<file path="src/rtl/fade_ctrl.sv">
// Brightness level generator feeding the PWM dimmer: manual pass-through, single fade or breathing.
// Optional FADE_GAMMA_EN maps the linear level through a registered perceptual table.
module fade_ctrl #(
  parameter int unsigned STEP_CYCLES = 6250000,
  parameter int unsigned DWELL_STEPS = 4,
  parameter int unsigned LEVEL_MAX   = 15
) (
  input  logic       CLK,
  input  logic       RESETN,
  input  logic [1:0] mode,
  input  logic [3:0] manual_level,
  input  logic       start,
  input  logic       stop,
  output logic [3:0] level,
  output logic       off,
  output logic       busy,
  output logic       done
);

  localparam int unsigned PW = (STEP_CYCLES > 1) ? $clog2(STEP_CYCLES) : 1;
  localparam int unsigned DW = (DWELL_STEPS > 1) ? $clog2(DWELL_STEPS) : 1;
  localparam logic [PW-1:0] PRESC_LAST = PW'(STEP_CYCLES - 1);
  localparam logic [DW-1:0] DWELL_LAST = DW'((DWELL_STEPS > 0) ? DWELL_STEPS - 1 : 0);
  localparam logic [3:0]    LVL_MAX    = 4'(LEVEL_MAX);

  localparam logic [1:0] MODE_MAN     = 2'b00;
  localparam logic [1:0] MODE_UP      = 2'b01;
  localparam logic [1:0] MODE_DOWN    = 2'b10;
  localparam logic [1:0] MODE_BREATHE = 2'b11;

  typedef enum logic [1:0] {S_IDLE, S_RAMP_UP, S_RAMP_DOWN, S_DWELL} state_t;

  state_t          state_q, state_d;
  logic [PW-1:0]   presc_q, presc_d;
  logic [DW-1:0]   dwell_q, dwell_d;
  logic [1:0]      mode_q, mode_d;
  logic [3:0]      lin_q, lin_d;
  logic            done_q, done_d;
  logic            tick;
  logic [4:0]      lin_up;

  assign tick   = (presc_q == PRESC_LAST);
  assign lin_up = {1'b0, lin_q} + 5'd1;

  always_comb begin
    state_d = state_q;
    presc_d = presc_q;
    dwell_d = dwell_q;
    mode_d  = mode_q;
    lin_d   = lin_q;
    done_d  = 1'b0;

    if (stop && (state_q != S_IDLE)) begin
      state_d = S_IDLE;
      presc_d = '0;
      dwell_d = '0;
    end else begin
      case (state_q)
        S_IDLE: begin
          presc_d = '0;
          dwell_d = '0;
          if (mode == MODE_MAN) begin
            lin_d = (manual_level > LVL_MAX) ? LVL_MAX : manual_level;
          end else if (start && !stop) begin
            mode_d = mode;
            // A fade that starts at its own endpoint finishes without waiting for a step
            case (mode)
              MODE_UP: begin
                if (lin_q >= LVL_MAX) done_d = 1'b1;
                else                  state_d = S_RAMP_UP;
              end
              MODE_DOWN: begin
                if (lin_q == 4'd0) done_d = 1'b1;
                else               state_d = S_RAMP_DOWN;
              end
              MODE_BREATHE: begin
                if (lin_q >= LVL_MAX) state_d = S_DWELL;
                else                  state_d = S_RAMP_UP;
              end
              default: state_d = S_IDLE;
            endcase
          end else begin
            lin_d = lin_q;
          end
        end

        S_RAMP_UP: begin
          presc_d = tick ? '0 : presc_q + PW'(1);
          if (tick) begin
            if (lin_up >= {1'b0, LVL_MAX}) begin
              lin_d = LVL_MAX;
              if (mode_q == MODE_BREATHE) begin
                state_d = S_DWELL;
                dwell_d = '0;
              end else begin
                state_d = S_IDLE;
                done_d  = 1'b1;
              end
            end else begin
              lin_d = lin_up[3:0];
            end
          end
        end

        S_RAMP_DOWN: begin
          presc_d = tick ? '0 : presc_q + PW'(1);
          if (tick) begin
            if (lin_q <= 4'd1) begin
              lin_d = 4'd0;
              if (mode_q == MODE_BREATHE) begin
                state_d = S_DWELL;
                dwell_d = '0;
              end else begin
                state_d = S_IDLE;
                done_d  = 1'b1;
              end
            end else begin
              lin_d = lin_q - 4'd1;
            end
          end
        end

        S_DWELL: begin
          presc_d = tick ? '0 : presc_q + PW'(1);
          // Zero dwell still passes through this state for a single cycle
          if ((DWELL_STEPS == 0) || (tick && (dwell_q == DWELL_LAST))) begin
            state_d = (lin_q == LVL_MAX) ? S_RAMP_DOWN : S_RAMP_UP;
            presc_d = '0;
            dwell_d = '0;
          end else if (tick) begin
            dwell_d = dwell_q + DW'(1);
          end else begin
            dwell_d = dwell_q;
          end
        end

        default: begin
          state_d = S_IDLE;
          presc_d = '0;
          dwell_d = '0;
        end
      endcase
    end
  end

  always_ff @(posedge CLK) begin
    if (!RESETN) begin
      state_q <= S_IDLE;
      presc_q <= '0;
      dwell_q <= '0;
      mode_q  <= MODE_MAN;
      lin_q   <= 4'd0;
      done_q  <= 1'b0;
    end else begin
      state_q <= state_d;
      presc_q <= presc_d;
      dwell_q <= dwell_d;
      mode_q  <= mode_d;
      lin_q   <= lin_d;
      done_q  <= done_d;
    end
  end

`ifdef FADE_GAMMA_EN
  function automatic logic [3:0] gamma_map(input logic [3:0] x);
    case (x)
      4'd0, 4'd1, 4'd2, 4'd3: gamma_map = 4'd0;
      4'd4, 4'd5, 4'd6:       gamma_map = 4'd1;
      4'd7, 4'd8:             gamma_map = 4'd2;
      4'd9:                   gamma_map = 4'd3;
      4'd10:                  gamma_map = 4'd4;
      4'd11:                  gamma_map = 4'd5;
      4'd12:                  gamma_map = 4'd7;
      4'd13:                  gamma_map = 4'd9;
      4'd14:                  gamma_map = 4'd11;
      default:                gamma_map = 4'd15;
    endcase
  endfunction

  logic [3:0] level_q, level_d;

  always_comb begin
    level_d = gamma_map(lin_q);
  end

  always_ff @(posedge CLK) begin
    if (!RESETN) level_q <= 4'd0;
    else         level_q <= level_d;
  end

  assign level = level_q;
`else
  assign level = lin_q;
`endif

  assign off  = (level == 4'd0);
  assign busy = (state_q != S_IDLE);
  assign done = done_q;

endmodule

</file>
<file path="config.mk">
export PLATFORM = sky130hd
export DESIGN_NAME = fade_ctrl
export DESIGN_NICKNAME = d
export VERILOG_FILES = /design/src/rtl/fade_ctrl.sv
export SDC_FILE = /design/constraint.sdc
export NUM_CORES = 1
export LEC_CHECK = 0
export BUFFER_PORTS_ARGS = -buffer_cell sky130_fd_sc_hd__buf_2
export CAP_MARGIN = 0
export CORE_MARGIN = 3
export CORE_UTILIZATION = 58
export DETAILED_ROUTE_END_ITERATION = 16
export PLACE_DENSITY = 0.86
export SLEW_MARGIN = 20
export SYNTH_ARGS = -nofsm -noshare
export SYNTH_HDL_FRONTEND = slang
export SYNTH_SLANG_ARGS = --single-unit
</file>
<file path="constraint.sdc">
create_clock -name CLK -period 3.36 [get_ports CLK]
set_clock_uncertainty 0.15 [all_clocks]
set_input_delay 0.672 -clock CLK [delete_from_list [all_inputs] [get_ports CLK]]
set_output_delay 0.672 -clock CLK [all_outputs]
set_load 0.01 [all_outputs]
</file>
# Word-level counts from Yosys, hierarchy flattened
# Cells that the tools add are included.
# op_classes
add_sub_neg,4
n_lt_le_gt_ge,4
eq_ne,21
mux,43
n_bitwise,3
n_reduce_logical,15
# ops
op,count
23-bit case mux with 3 select lines,1
23-bit 2-to-1 mux,2
2-bit 2-to-1 mux,19
4-bit 2-to-1 mux,6
23-bit by 1-bit adder with 23-bit output (second input constant),1
23-bit equality test (second input constant),1
2-bit inequality test (second input constant),8
2-bit case mux with 4 select lines,2
2-bit equality test (second input constant),6
4-bit case mux with 3 select lines,1
5-bit AND reduction,2
1-bit 2-to-1 mux,9
3-bit inequality test (second input constant),3
9-bit AND reduction,1
2-bit case mux with 3 select lines,1
4-bit by 1-bit adder with 5-bit output (second input constant),1
5-bit by 4-bit >= comparator with 1-bit output (second input constant),1
2-bit by 1-bit equality test with 1-bit output (second input constant),2
4-bit equality test (second input constant),1
4-bit >= comparator (second input constant),1
4-bit > comparator (second input constant),1
4-bit by 1-bit <= comparator with 1-bit output (second input constant),1
2-bit zero test,2
4-bit zero test,1
11 further kinds,16
# word_totals
regBits,34
elab_cells,96

# Logic depth before layout (Yosys ltp)
# logic_depth
ltp_word,6
ltp_mapped,9

# Worst setup path before layout
# Ideal clock, no wire load.
# synth_timing
path_type,register to register
from,register presc_q[0]
to,register presc_q[12]
setup_ns,0.064
arrival_ns,1.826
required_ns,3.146
path_slack_ns,1.320
path_stages_with_launch,9
n_path_buf,2
cell_sequence,dfxtp_1 ha_1 and3_1 nand4_2 nor3_2 or4_1 buf_2 buf_4 nor2_1
# synth_via
elab_chain_len,4
# synth_lines
element,line_no,text
from (decl),34,"logic [PW-1:0] presc_q, presc_d;"
from (signal assigned),156,presc_q <= presc_d;
23-bit by 1-bit adder with 23-bit output or 23-bit equality test (tied branches),--,
23-bit 2-to-1 mux or 1-bit logical AND (tied branches),--,
23-bit 2-to-1 mux,126,if ((DWELL_STEPS == 0) || (tick && (dwell_q == DWELL_LAST))) begin
23-bit case mux with 3 select lines (*),58,case (state_q)
# Every way passes the cells marked *; elsewhere a longest branch is shown, timed or not.
# A chain may end at the register's enable or synchronous reset.

# Worst setup path in the final report
# layout_timing
from,register presc_q[0]
to,register presc_q[5]
# Same word-level chain as after synthesis.

==> out/qor.csv <==
stage,metric,value,unit
placed_design,post-DP HPWL,3084,um
synthesis,Yosys top cell by area,dfxtp_1,
grt,initial antenna violation count,0,
worst_hold_path,hold_sp,presc_q[0],
layout,Multi-input gate area,1315,um^2
synthesis,asr flop ratio synth,0,%
grt,vias in the first global route,1650,
synthesis,Post-Syn Nets,276,
route,antenna-violating nets left,0,
synthesis,#FFs+latches synth,34,
synthesis,"EDFF count, synth",0,
clock_tree,Root Buffer,clkbuf_4,
grt,GRT overflow,0,
critical_path,launch point of the worst path,presc_q[0],
floorplanning,Core Box Area,3416,um^2
route,Vias/cell,5.721,
critical_path,Critical Path RT,3420,ps
grt,global-route wire length before repair,7279,um
clock_tree,buffer count from post-CTS setup fixing,0,
floorplanning,die height,66.44,um
timing,Slew Limit Headroom,49.00,%
timing,Final Max Slew Viols,0,
clock_tree,Clock Latency Late Sink,350,ps
critical_path,critical path peak fanout,23,
clock_tree,CTS Buffer Depth,2,
clock_tree,CTS sink cnt,34,
critical_path,Worst R2R Start,presc_q[0],
floorplanning,die width,66.44,um
synthesis,synthesized netlist cell count,251,
placed_design,gpl congestion,0.9687,
critical_path,worst setup path class,reg -> reg,
layout,Synth-to-Final Area Change,7.915,%
synthesis,Yosys cell types,51,
route,DRT Wirelength,4254,um
synthesis,synth top area cells,"dfxtp_1, ha_1, xnor2_1, nor2_1, nand2_1",
timing,Hold Slack,327.1,ps
route,DR iter-0 viols,165,
power,P per Cell Area,657.4,nW/um^2
synthesis,Synth Area per Inst,8.439,um^2
route,routed len/inst,13.63,um
clock_tree,Post-CTS Hold Buffers,0,
critical_path,Worst Setup End Kind,register,
clock_tree,H-tree depth,2,
timing,setup violators final,0,
synthesis,Synth Cell Area,2118,um^2
layout,Sequential Area,680.7,um^2
layout,final design utilization,66.92,%
clock_tree,CTS resizes,0,
route,first-pass iteration count of the detailed router,4,
timing,min Tclk post-route,2440,ps
grt,GR Util All Layers,21.42,%
grt,largest net degree at the start of global routing,24,
synthesis,Main synth FF type,dfxtp_1,
floorplanning,row count,21,
timing,Final TNS setup,0,ps
synthesis,sequential area share after synthesis,32.13,%
critical_path,Setup crit start kind,register,
placed_design,PortBufs,16,
floorplanning,IO Pins,17,
timing,Worst Tran Pin Value,765.0,ps
timing,FMAX,0.4099,GHz
floorplanning,initial core utilization,62.01,%
worst_hold_path,Min-Delay Path Class,reg -> reg,
route,Remaining DRCs,0,
power,VDD IR-drop max,0.4981,mV
synthesis,Synth warnings,0,
floorplanning,die area,4414,um^2
status,status,completed,
timing,Final Hold Vio Count,0,
critical_path,"Arr. time, crit path",2500,ps
power,power consumption,1.503,mW
layout,FILL cells,290,
power,leakage,0.8627,nW
clock_tree,clk slew on worst S/H paths,120,ps
clock_tree,TritonCTS clock tree,built,
layout,final-stage net count,291,
layout,layout cells sized above 1,14.66,%
timing,RSZ-0062 raised after global routing,false,
clock_tree,CTS buffer count,5,
timing,crit share post-route,72.61,%
route,routed via count,1785,
layout,n_diodes,0,
run,maxcap violations,0,
synthesis,top cell type's share of synthesized area,32.13,%
==> where the power goes <==
part           leakage [nW]  total (mW)  internal (mW)  switching, mW
clock network        0.0443       0.317          0.173          0.144
registers             0.275       0.510          0.439         0.0705
logic                 0.544       0.677          0.280          0.397
==> final timing paths <==
| kind | endpoint | slack (ps) | cells past startpoint |
|---|---|---|---|
| worst max register to register | presc_q[5] | 920 | 6 |
| worst min register to register | presc_q[0] | 330 | 1 |
| worst min-delay path | presc_q[0] | 330 | 1 |
| worst max-delay path | presc_q[5] | 920 | 6 |
==> critical path, cell delays in order, from the launching register on <==
cell and delay, ps:
dfxtp_1 380, ha_1 220, and3_1 240, nand4_2 140
nor3_2 350, or4_1 680, nor2_1 120
==> layout by cell type, fill, tap and decap left out, types with 6 or more instances in the layout <==
cell type,synthesis,layout
nand3_1,14,14
nor3_2,6,6
o211ai_1,6,6
o21ai_0,6,6
nor2_1,34,34
xnor2_1,18,18
inv_1,17,17
ha_1,15,15
nor3_1,6,6
dfxtp_1,34,34
buf_2,2,16
mux2i_1,7,7
nand2_1,25,25
==> routing by layer <==
| metal | GRT usage (%) | routed length (um) | part of all wire [%] | vias up |
|---|---|---|---|---|
| li1 | - | - | - | 899 |
| met1 | 26.79 | 1916 | 45 | 832 |
| met2 | 35.07 | 2041 | 48 | 44 |
| met3 | 4.252 | 194 | 4.6 | 10 |
| met4 | 9.898 | 102 | 2.4 | 0 |
| met5 | 0 | 0 | 0 | - |
==> cells in the mapped netlist, types with 5 or more instances <==
cell type	n
xnor2_1	18
o21ai_0	6
nor3_1	6
xor2_1	5
o211ai_1	6
nand2_1	25
mux2i_1	7
nor2_1	34
nor3_2	6
ha_1	15
inv_1	17
dfxtp_1	34
nand3_1	14
==> kinds of logic after synthesis <==
group	after synthesis	share of synthesized area (%)
simple gates	109	27.64
compound gates	36	12.76
flops	34	32.13
buf+inv	27	5.789
xor+xnor	23	9.510
fa+ha+maj	15	8.860
mux	7	3.308
==> cell type report <==
class	count	area share, %
timing repair buffer	16	3.503
tap	46	2.518
sequential	34	29.78
inverter	19	3.120
multi-input combinational	190	57.53
clock inverter	1	1.314
clock buffer	6	2.244
==> per-stage QoR <==
step	cell area, um^2	setup slack (ps)	std cells
after floorplan	2118	1320	251
after global placement	2205	1035	305
after detailed placement	2205	926.7	305
after CTS	2286	879.9	312
after global routing	2286	661.3	312
final	2286	920.4	312
==> sequential cells by signal, summed over array words and instances, names as in the netlist <==
name     cells
level        4
presc_q     23
state_q      2
done         1
dwell_q      2
mode_q       2
Note: power is estimated with default switching activity, not from simulation.
